--- config.mk ---
export PLATFORM = sky130hd
export DESIGN_NAME = hawk_pg_wr_sched
export DESIGN_NICKNAME = d
export VERILOG_FILES = /design/src/rtl/hawk_pg_wr_sched.sv
export SDC_FILE = /design/constraint.sdc
export NUM_CORES = 1
export LEC_CHECK = 0
export BUFFER_PORTS_ARGS = -buffer_cell sky130_fd_sc_hd__buf_2
export CAP_MARGIN = 20
export CELL_PAD_IN_SITES_DETAIL_PLACEMENT = 0
export CELL_PAD_IN_SITES_GLOBAL_PLACEMENT = 1
export CORE_AREA = 2 2 103 180
export DETAILED_ROUTE_END_ITERATION = 10
export DIE_AREA = 0 0 105 182
export GPL_TIMING_DRIVEN = 0
export PLACE_DENSITY_LB_ADDON = 0.1
export SYNTH_ARGS = -nofsm -noshare
export SYNTH_HDL_FRONTEND = slang
export SYNTH_SLANG_ARGS = --single-unit
--- constraint.sdc ---
create_clock -name clk_i -period 2.9 [get_ports clk_i]
set_input_delay 0.87 -clock clk_i [delete_from_list [all_inputs] [get_ports clk_i]]
set_output_delay 0.87 -clock clk_i [all_outputs]
set_load 0.005 [all_outputs]
--- src/rtl/hawk_pg_wr_sched.sv ---
`default_nettype none
// hawk_pg_wr_sched (rev 1.0): grants whole-page write jobs and splits them into burst commands
// with an outstanding-burst limit. Define HAWK_PGWR_FIXED_PRIO_EN for fixed lowest-index priority.
module hawk_pg_wr_sched #(
  parameter int NUM_REQ     = 3,
  parameter int ADDR_W      = 48,
  parameter int PAGE_BYTES  = 4096,
  parameter int BURST_BYTES = 64,
  parameter int MAX_OUTST   = 4
) (
  input  logic                         clk_i,
  input  logic                         rst_ni,
  input  logic [NUM_REQ-1:0]           req_valid_i,
  output logic [NUM_REQ-1:0]           req_ready_o,
  input  logic [NUM_REQ*ADDR_W-1:0]    req_addr_i,
  input  logic [NUM_REQ-1:0]           req_zero_i,
  output logic                         cmd_valid_o,
  input  logic                         cmd_ready_i,
  output logic [ADDR_W-1:0]            cmd_addr_o,
  output logic                         cmd_zero_o,
  output logic [$clog2(NUM_REQ)-1:0]   cmd_id_o,
  output logic                         cmd_last_o,
  input  logic                         wr_ack_i,
  output logic                         done_valid_o,
  output logic [$clog2(NUM_REQ)-1:0]   done_id_o,
  output logic                         busy_o,
  output logic                         err_o
);

  localparam int NBURST = PAGE_BYTES / BURST_BYTES;
  localparam int CW     = $clog2(NBURST) + 1;
  localparam int OW     = $clog2(MAX_OUTST + 1);
  localparam int IW     = $clog2(NUM_REQ);
  localparam int BO     = $clog2(BURST_BYTES);

  typedef enum logic [1:0] {IDLE = 2'd0, ISSUE = 2'd1, DRAIN = 2'd2} state_t;

  state_t            state, state_n;
  logic [IW-1:0]     gnt_idx, id;
  logic              gnt_found, zero, err, hs, ack_ok;
  logic [ADDR_W-1:0] base, sel_addr;
  logic [CW-1:0]     issue_cnt, ack_cnt;
  logic [OW-1:0]     outst;

`ifdef HAWK_PGWR_FIXED_PRIO_EN
  always_comb begin : p_arb
    gnt_found = 1'b0;
    gnt_idx   = '0;
    for (int k = NUM_REQ - 1; k >= 0; k--) begin
      if (req_valid_i[k]) begin
        gnt_found = 1'b1;
        gnt_idx   = IW'(k);
      end
    end
  end
`else
  logic [IW-1:0] rr_ptr;

  // Search starts one past the last winner so every requester gets a turn.
  always_comb begin : p_arb
    int idx;
    gnt_found = 1'b0;
    gnt_idx   = '0;
    idx       = 0;
    for (int k = 1; k <= NUM_REQ; k++) begin
      idx = (int'(rr_ptr) + k) % NUM_REQ;
      if (!gnt_found && req_valid_i[idx]) begin
        gnt_found = 1'b1;
        gnt_idx   = IW'(idx);
      end
    end
  end
`endif

  assign sel_addr = req_addr_i[int'(gnt_idx)*ADDR_W +: ADDR_W];
  assign hs       = cmd_valid_o & cmd_ready_i;
  assign ack_ok   = wr_ack_i & (outst != '0);

  always_comb begin : p_fsm
    state_n      = state;
    req_ready_o  = '0;
    cmd_valid_o  = 1'b0;
    done_valid_o = 1'b0;
    if (rst_ni) begin
      unique case (state)
        IDLE: begin
          if (gnt_found) begin
            req_ready_o = NUM_REQ'(1) << gnt_idx;
            state_n     = ISSUE;
          end
        end
        ISSUE: begin
          cmd_valid_o = (outst < OW'(MAX_OUTST));
          if (cmd_valid_o && cmd_ready_i && cmd_last_o) state_n = DRAIN;
        end
        DRAIN: begin
          if (ack_cnt == CW'(NBURST)) begin
            done_valid_o = 1'b1;
            state_n      = IDLE;
          end
        end
        default: state_n = IDLE;
      endcase
    end
  end

  always_ff @(posedge clk_i) begin
    if (!rst_ni) begin
      state     <= IDLE;
      base      <= '0;
      zero      <= 1'b0;
      id        <= '0;
      issue_cnt <= '0;
      ack_cnt   <= '0;
      outst     <= '0;
      err       <= 1'b0;
`ifndef HAWK_PGWR_FIXED_PRIO_EN
      rr_ptr    <= IW'(NUM_REQ - 1);
`endif
    end else begin
      state <= state_n;
      if (state == IDLE && gnt_found) begin
        base      <= sel_addr & ~ADDR_W'(PAGE_BYTES - 1);
        zero      <= req_zero_i[gnt_idx];
        id        <= gnt_idx;
        issue_cnt <= '0;
        ack_cnt   <= '0;
`ifndef HAWK_PGWR_FIXED_PRIO_EN
        rr_ptr    <= gnt_idx;
`endif
      end else begin
        if (hs)     issue_cnt <= issue_cnt + CW'(1);
        if (ack_ok) ack_cnt   <= ack_cnt + CW'(1);
      end
      outst <= outst + OW'(hs) - OW'(ack_ok);
      // An ack with nothing outstanding is a protocol error on the writer side.
      if (wr_ack_i && outst == '0) err <= 1'b1;
    end
  end

  assign cmd_addr_o = base + (ADDR_W'(issue_cnt) << BO);
  assign cmd_last_o = (state == ISSUE) && (issue_cnt == CW'(NBURST - 1));
  assign cmd_zero_o = zero;
  assign cmd_id_o   = id;
  assign done_id_o  = done_valid_o ? id : '0;
  assign busy_o     = rst_ni & (state != IDLE);
  assign err_o      = err;

endmodule
`default_nettype wire
==> results of run 1 <==
-- placed cells by master (no fill, tap or decap), drive strengths merged, types with 3 or more instances in the layout --
master	instances
nand4	7
ha	11
buf	252
and2	7
a22o	37
dfxtp	60
xor2	21
clkinv	3
nor2	37
nor3	8
nand2	95
a21o	40
o211ai	38
nand3b	3
o21ai	4
nand3	59
clkbuf	23
a21oi	6
inv	15
nor3b	4
conb	6
mux2i	6
nand2b	6
and3	4
o21a	4
xnor2	27
-- worst paths after layout --
check	depth (start not counted)	endpoint	slack, ns	from
min	1	cmd_id_o[1]$_SDFFE_PN0P_	0.48	cmd_id_o[1]$_SDFFE_PN0P_
max	11	req_ready_o[0]	-0.16	cmd_id_o[0]$_SDFFE_PN0P_
max reg2reg	12	base[29]$_SDFFE_PN0P_	0.34	cmd_id_o[0]$_SDFFE_PN0P_
min reg2reg	1	cmd_id_o[1]$_SDFFE_PN0P_	0.48	cmd_id_o[1]$_SDFFE_PN0P_
-- sequential cells by signal, summed over array words and instances (netlist names) --
| name | flops |
|---|---|
| base | 36 |
| ack_cnt | 7 |
| issue_cnt | 7 |
| outst | 3 |
| cmd_id_o | 2 |
| state | 2 |
| cmd_zero_o | 1 |
| err_o | 1 |
| rr_ptr | 1 |
-- layer usage --
| metal | share of wire (%) | global-route usage [%] |
|---|---|---|
| met5 | 0 | 0 |
| met4 | 2.5 | 6.827 |
| met3 | 3.5 | 2.584 |
| met2 | 58 | 36.94 |
| met1 | 36 | 18.71 |
-- through the flow --
| stage | cell area, µm² | utilization [%] | TNS [ns] | worst slack (ns) |
|---|---|---|---|---|
| CTS | 6491 | 36.61 | -1.390 | -0.1618 |
| detailed placement | 5547 | 31.28 | -6.302 | -0.5817 |
| finish | 6681 | 37.69 | -0.7395 | -0.1585 |
| floorplan | 4393 | - | 0 | 0.1019 |
| global route | 6681 | 37.69 | -2.262 | -0.2580 |
| global placement | 5547 | 31.28 | -6.059 | -0.6242 |
-- kinds of logic (layout without fill, tap and decap cells) --
kind of cell | count (synthesis) | in the layout | share of synthesized area, %
buf+inv | 63 | 295 | 8.009
other cells | 1 | 7 | 0.08573
simple gates | 241 | 241 | 25.94
fa+ha+maj | 12 | 12 | 3.604
flops | 60 | 60 | 27.46
compound gates | 132 | 132 | 23.63
xor+xnor | 48 | 48 | 9.611
mux | 6 | 6 | 1.659
-- report_power, final --
| part | internal (mW) | switching, mW | leakage [nW] |
|---|---|---|---|
| Clock | 0.583 | 0.436 | 0.132 |
| Sequential | 1.19 | 0.420 | 0.501 |
| Combinational | 1.89 | 2.13 | 2.74 |
-- layout make-up --
type / count / area share [%]
timing repair buffer: 217 / 18.50
sequential: 60 / 18.60
clock inverter: 7 / 0.7678
antenna: 1 / 0.03745
inverter: 13 / 0.8052
clock buffer: 9 / 3.371
tap: 234 / 4.382
buffer: 49 / 4.963
multi-input combinational: 445 / 48.58
-- repair_timing --
action | 4_1_cts | 5_1_grt
pin swaps | 26 | 26
endpoints found under the setup margin | 35 | 22
buffers inserted | 35 | 9
endpoints found under the hold margin | 0 | 0
gates resized for setup | 101 | 28
cloned | 1 | 0
-- critical path, delay by kind of cell, from the launching register on --
family	cells	cell delay, ns
AND/OR/NAND/NOR	4	0.53
flip-flops	1	0.38
multiplexers	1	0.18
adder cells (fa/ha/maj)	1	0.27
AO/OA/AOI/OAI	1	0.13
buffers and inverters	4	0.38
==> qor.txt, run 1 <==
outcome: finished, violations left
failing checks: setup timing
Initial Utilization: 24.67%
Slowest Stage Delay on Critical Path: 0.38 ns
Final setup viols: 12
worst vdd ir: 0.0004597 V
Worst EP arrival: 2.19 ns
largest net degree at the start of global routing: 13
Final WS setup: -0.1585 ns
sequential fraction of the synthesis area: 27.46%
clk_skew: 0.004589 ns
Ports: 215
cell accounting for the most synthesized area: dfxtp_1
CTS tree: done
period utilization: 105.5%
Vias: 4998
die footprint: 19110 µm²
worst-path fanout max: 5
Cell Chain, Critical Path: inv_4 > ha_4 > buf_6 > nand3b_1 > o21ai_4 > buf_6 > mux2i_1 > nor2_1 > nor2_1 > and2_4 > buf_2
synthesized cell area: 4374 µm²
Synth Flop Type: dfxtp_1
pwr/cell area: 996.1 nW/µm²
Yosys warning total: 0
critical path type: reg -> out
max-slew violations: 0
CTS H-tree lvls: 3
ratio of cells with drive above 1 in the final layout: 44.00%
Final Hold Viols: 0
WL/cell: 17.35 µm
area of the core: 17730 µm²
synthesized area per cell: 7.769 µm²
CTS Hold Bufs: 0
fin nets: 961
CTS Buf Count: 9
Die Span Y: 182 µm
max frequency: 0.3270 GHz
GRT Total Usage: 18.40%
non-filler instance count after layout: 1035
die width: 105 µm
Seq cells post-synth: 60
largest cells by area after synthesis: dfxtp_1 (27%), nand2_1 (8.2%), a22o_1 (7.4%)
Mapped Cells: 563
leakage: 3.370 nW
crit start category: flip-flop
Yosys cell types: 45
Max-slew headroom: 60.20%
clock sinks: 60
Clock Tree Root: clkbuf_16
via/cell ratio: 4.829
Reg clk slew, reported paths: 0.06 ns
Rows: 65
global-route wire length before repair: 27.12 mm
Synth async-reset ratio: 0%
number of global-route vias before repair: 5006
Routability Congestion: 0.7680
RSZ-0062 raised after global routing: true
Post-route DRC: 0
initial antenna violation count: 1
grt ovf: 0
Post-synth top cells: nand2_1 (95), dfxtp_1 (60), nand3_1 (59), a21o_1 (40), o211ai_1 (38)
crit end category: output pin
TritonRoute pass-1 iters: 5
Post-synth EDFFs: 0
Routed WL: 17.95 mm
Worst-Skew Late Latency: 0.33 ns
CTS Buffer Depth: 2
area delta synth->final: 52.75%
Final Power: 6.656 mW
FILL cells: 1949
most numerous cell in the Yosys netlist: nand2_1
buffers added on ports: 172
placed instance count: 974
detailed placement HPWL: 13.17 mm
fin crit period: 3.059 ns
FF+latch area: 1242 µm²
crit path max-delay cell type: dfxtp_4
# Max-Cap Violations: 0
area of the multi-input gates: 3246 µm²
WP data required: 2.03 ns
worst hold slack: 0.4799 ns
Worst Hold Class: reg -> reg
worst slew pin tran: 0.5971 ns
post-route ant nets: 0
1st-iter DRT viols: 155
Yosys top cell area share: 27.46%
Note: power is estimated with default switching activity, not from simulation.
==> run 2: changes to the inputs <==
--- a/config.mk
+++ b/config.mk
@@ -7,13 +7,11 @@
 export LEC_CHECK = 0
 export BUFFER_PORTS_ARGS = -buffer_cell sky130_fd_sc_hd__buf_2
 export CAP_MARGIN = 20
-export CELL_PAD_IN_SITES_DETAIL_PLACEMENT = 0
-export CELL_PAD_IN_SITES_GLOBAL_PLACEMENT = 1
 export CORE_AREA = 2 2 103 180
 export DETAILED_ROUTE_END_ITERATION = 10
 export DIE_AREA = 0 0 105 182
 export GPL_TIMING_DRIVEN = 0
-export PLACE_DENSITY_LB_ADDON = 0.1
+export PLACE_DENSITY = 0.58
 export SYNTH_ARGS = -nofsm -noshare
 export SYNTH_HDL_FRONTEND = slang
 export SYNTH_SLANG_ARGS = --single-unit
==> run 2 against run 1 <==
The flow still finishes with violations (setup timing). Non-clock buffer count decreased by 6. Via count decreased by 1.3%. Wire length decreased by 4.5%. Flip-flop and latch count unchanged. Core utilization increased by 0.28 points. Die area unchanged. Combinational power decreased by 5.2%. Design area increased by 0.75%. Largest power group unchanged. First-iteration DRC count increased by 12%.
==> qor.txt, run 2 (synthesized netlist as in run 1, its figures left out) <==
failing checks: setup timing
# Max-Cap Violations: 0
Routability Congestion: 0.8111
die footprint: 19110 µm²
RSZ-0062 raised after global routing: true
CTS Buffer Depth: 2
max-slew violations: 0
pwr/cell area: 958.4 nW/µm²
CTS Hold Bufs: 0
Worst EP arrival: 2.17 ns
worst-path fanout max: 10
clk_skew: 0.008505 ns
Vias: 4934
FF-to-FF Start: cmd_id_o[0]$_SDFFE_PN0P_
Reg clk slew, reported paths: 0.05 ns
crit end category: output pin
initial antenna violation count: 2
worst slew pin tran: 0.6479 ns
critical path startpoint: req_valid_i[1]
Die Span Y: 182 µm
crit path max-delay cell type: mux2i_2
WP data required: 2.03 ns
Initial Utilization: 24.67%
most frequent cells in the layout: buf_2 (178), nand2_1 (87), nand3_1 (47), buf_4 (47)
GRT Total Usage: 17.45%
most frequent CP cell: buf_2
Sw Ratio: 44.46%
max frequency: 0.3289 GHz
Max-slew headroom: 56.81%
number of global-route vias before repair: 4921
FF-to-FF End: base[29]$_SDFFE_PN0P_
reg2reg path depth: 10
Final Power: 6.452 mW
Internal: 3.583 mW
worst vdd ir: 0.0005084 V
Clock Tree Root: clkbuf_16
Seq pwr share: 25.3%
crit path to: req_ready_o[1]
r2r setup slk: 0.40 ns
TritonRoute pass-1 iters: 4
Final WS setup: -0.1405 ns
Biggest register: base
WL/cell: 16.66 µm
Rows: 65
crit start category: input port
grt ovf: 0
area of the core: 17730 µm²
Final Hold Viols: 0
global-route wire length before repair: 25.96 mm
P_sw: 2.868 mW
CTS H-tree lvls: 3
non-filler instance count after layout: 1029
Post-route DRC: 0
post-route ant nets: 0
Largest regs: base (36), ack_cnt (7), issue_cnt (7)
Worst-Skew Late Latency: 0.33 ns
largest net degree at the start of global routing: 11
Slowest Stage Delay on Critical Path: 0.23 ns
Final setup viols: 7
CTS Buf Count: 9
period utilization: 104.8%
placed instance count: 974
critical path type: in -> out
CTS tree: done
setup TNS: -0.4983 ns
fin nets: 955
via/cell ratio: 4.795
buffers added on ports: 172
leakage: 3.404 nW
Gate power share: 59.0%
detailed placement HPWL: 12.56 mm
Worst Hold Class: reg -> reg
clock share of power: 15.7%
Ports: 215
area delta synth->final: 53.89%
WHS Path Cells: 1
clock sinks: 60
die width: 105 µm
ratio of cells with drive above 1 in the final layout: 44.14%
Cell Chain, Critical Path: buf_2 > mux2i_2 > o21ai_4 > a21o_1 > and2_1 > buf_6 > o21a_1 > buf_2
outcome: finished, violations left
fin crit period: 3.040 ns
Largest register FFs: 36
most common cell after layout, fill and taps aside: buf_2
Routed WL: 17.14 mm
1st-iter DRT viols: 174
## run 2: cell count changes in the layout (fill, tap and decap cells not counted), sizes merged
cell / previous run / this run
inv: 15 / 13
clkbuf: 23 / 24
buf: 252 / 247
diode: 1 / 2
clkinv: 3 / 2
## run 2: cell type report
class | instances | area [µm²]
Clock inverter | 4 | 25.02
Buffer | 48 | 326.6
Tap cell | 234 | 292.8
Fill cell | 1914 | 11000
Inverter | 13 | 51.30
Multi-Input combinational cell | 445 | 3311
Antenna cell | 2 | 5.005
Clock buffer | 11 | 252.7
Sequential cell | 60 | 1241
Timing Repair Buffer | 212 | 1226
## run 2: layer usage
metal	wire (µm)	vias to the layer above	global-route usage (%)
met3	854	27	3.769
met4	453	0	5.760
li1	-	2423	-
met5	0	-	0
met1	6211	2335	17.92
met2	9619	149	34.21
## run 2: power groups by stage
stage / Sequential, mW / Clock (mW) / Combinational [mW]
floorplan: 1.42 / 0 / 2.31
global placement: 1.51 / 0 / 3.35
detailed placement: 1.52 / 0 / 3.37
CTS: 1.57 / 1.04 / 3.77
global route: 1.68 / 1.09 / 4.16
finish: 1.63 / 1.01 / 3.81
## run 2: worst max-delay path: cells and delay by family
kind | cells | cell delay, ns
AO/OA/AOI/OAI | 3 | 0.46
buffers and inverters | 3 | 0.42
multiplexers | 1 | 0.23
AND/OR/NAND/NOR | 1 | 0.18
## run 2: per-stage QoR
step | util [%] | cell area, µm² | hold WS [ns] | setup slack (ns)
floorplan | - | 4393 | 0.4651 | 0.1019
global placement | 31.28 | 5547 | 0.4597 | -0.5707
detailed placement | 31.28 | 5547 | 0.4618 | -0.5331
CTS | 36.51 | 6472 | 0.4865 | -0.1472
global route | 37.97 | 6731 | 0.5320 | -0.2275
finish | 37.97 | 6731 | 0.4894 | -0.1405
## run 2: worst min-delay path by stage
stage                                         from                       end  slack, ns
final                     cmd_id_o[1]$_SDFFE_PN0P_  cmd_id_o[1]$_SDFFE_PN0P_       0.49
after global routing      cmd_id_o[1]$_SDFFE_PN0P_  cmd_id_o[1]$_SDFFE_PN0P_       0.53
after CTS                 cmd_id_o[1]$_SDFFE_PN0P_  cmd_id_o[1]$_SDFFE_PN0P_       0.49
after detailed placement  cmd_id_o[1]$_SDFFE_PN0P_  cmd_id_o[1]$_SDFFE_PN0P_       0.46
after global placement    cmd_id_o[1]$_SDFFE_PN0P_  cmd_id_o[1]$_SDFFE_PN0P_       0.46
after floorplan           cmd_id_o[1]$_SDFFE_PN0P_  cmd_id_o[1]$_SDFFE_PN0P_       0.47
## run 2: repair_timing
action                                  in CTS  in global routing
endpoints found under the setup margin      34                 29
gates cloned                                 1                  0
gates resized for setup                     98                 41
pin swaps                                   28                 25
setup buffers                               32                  9
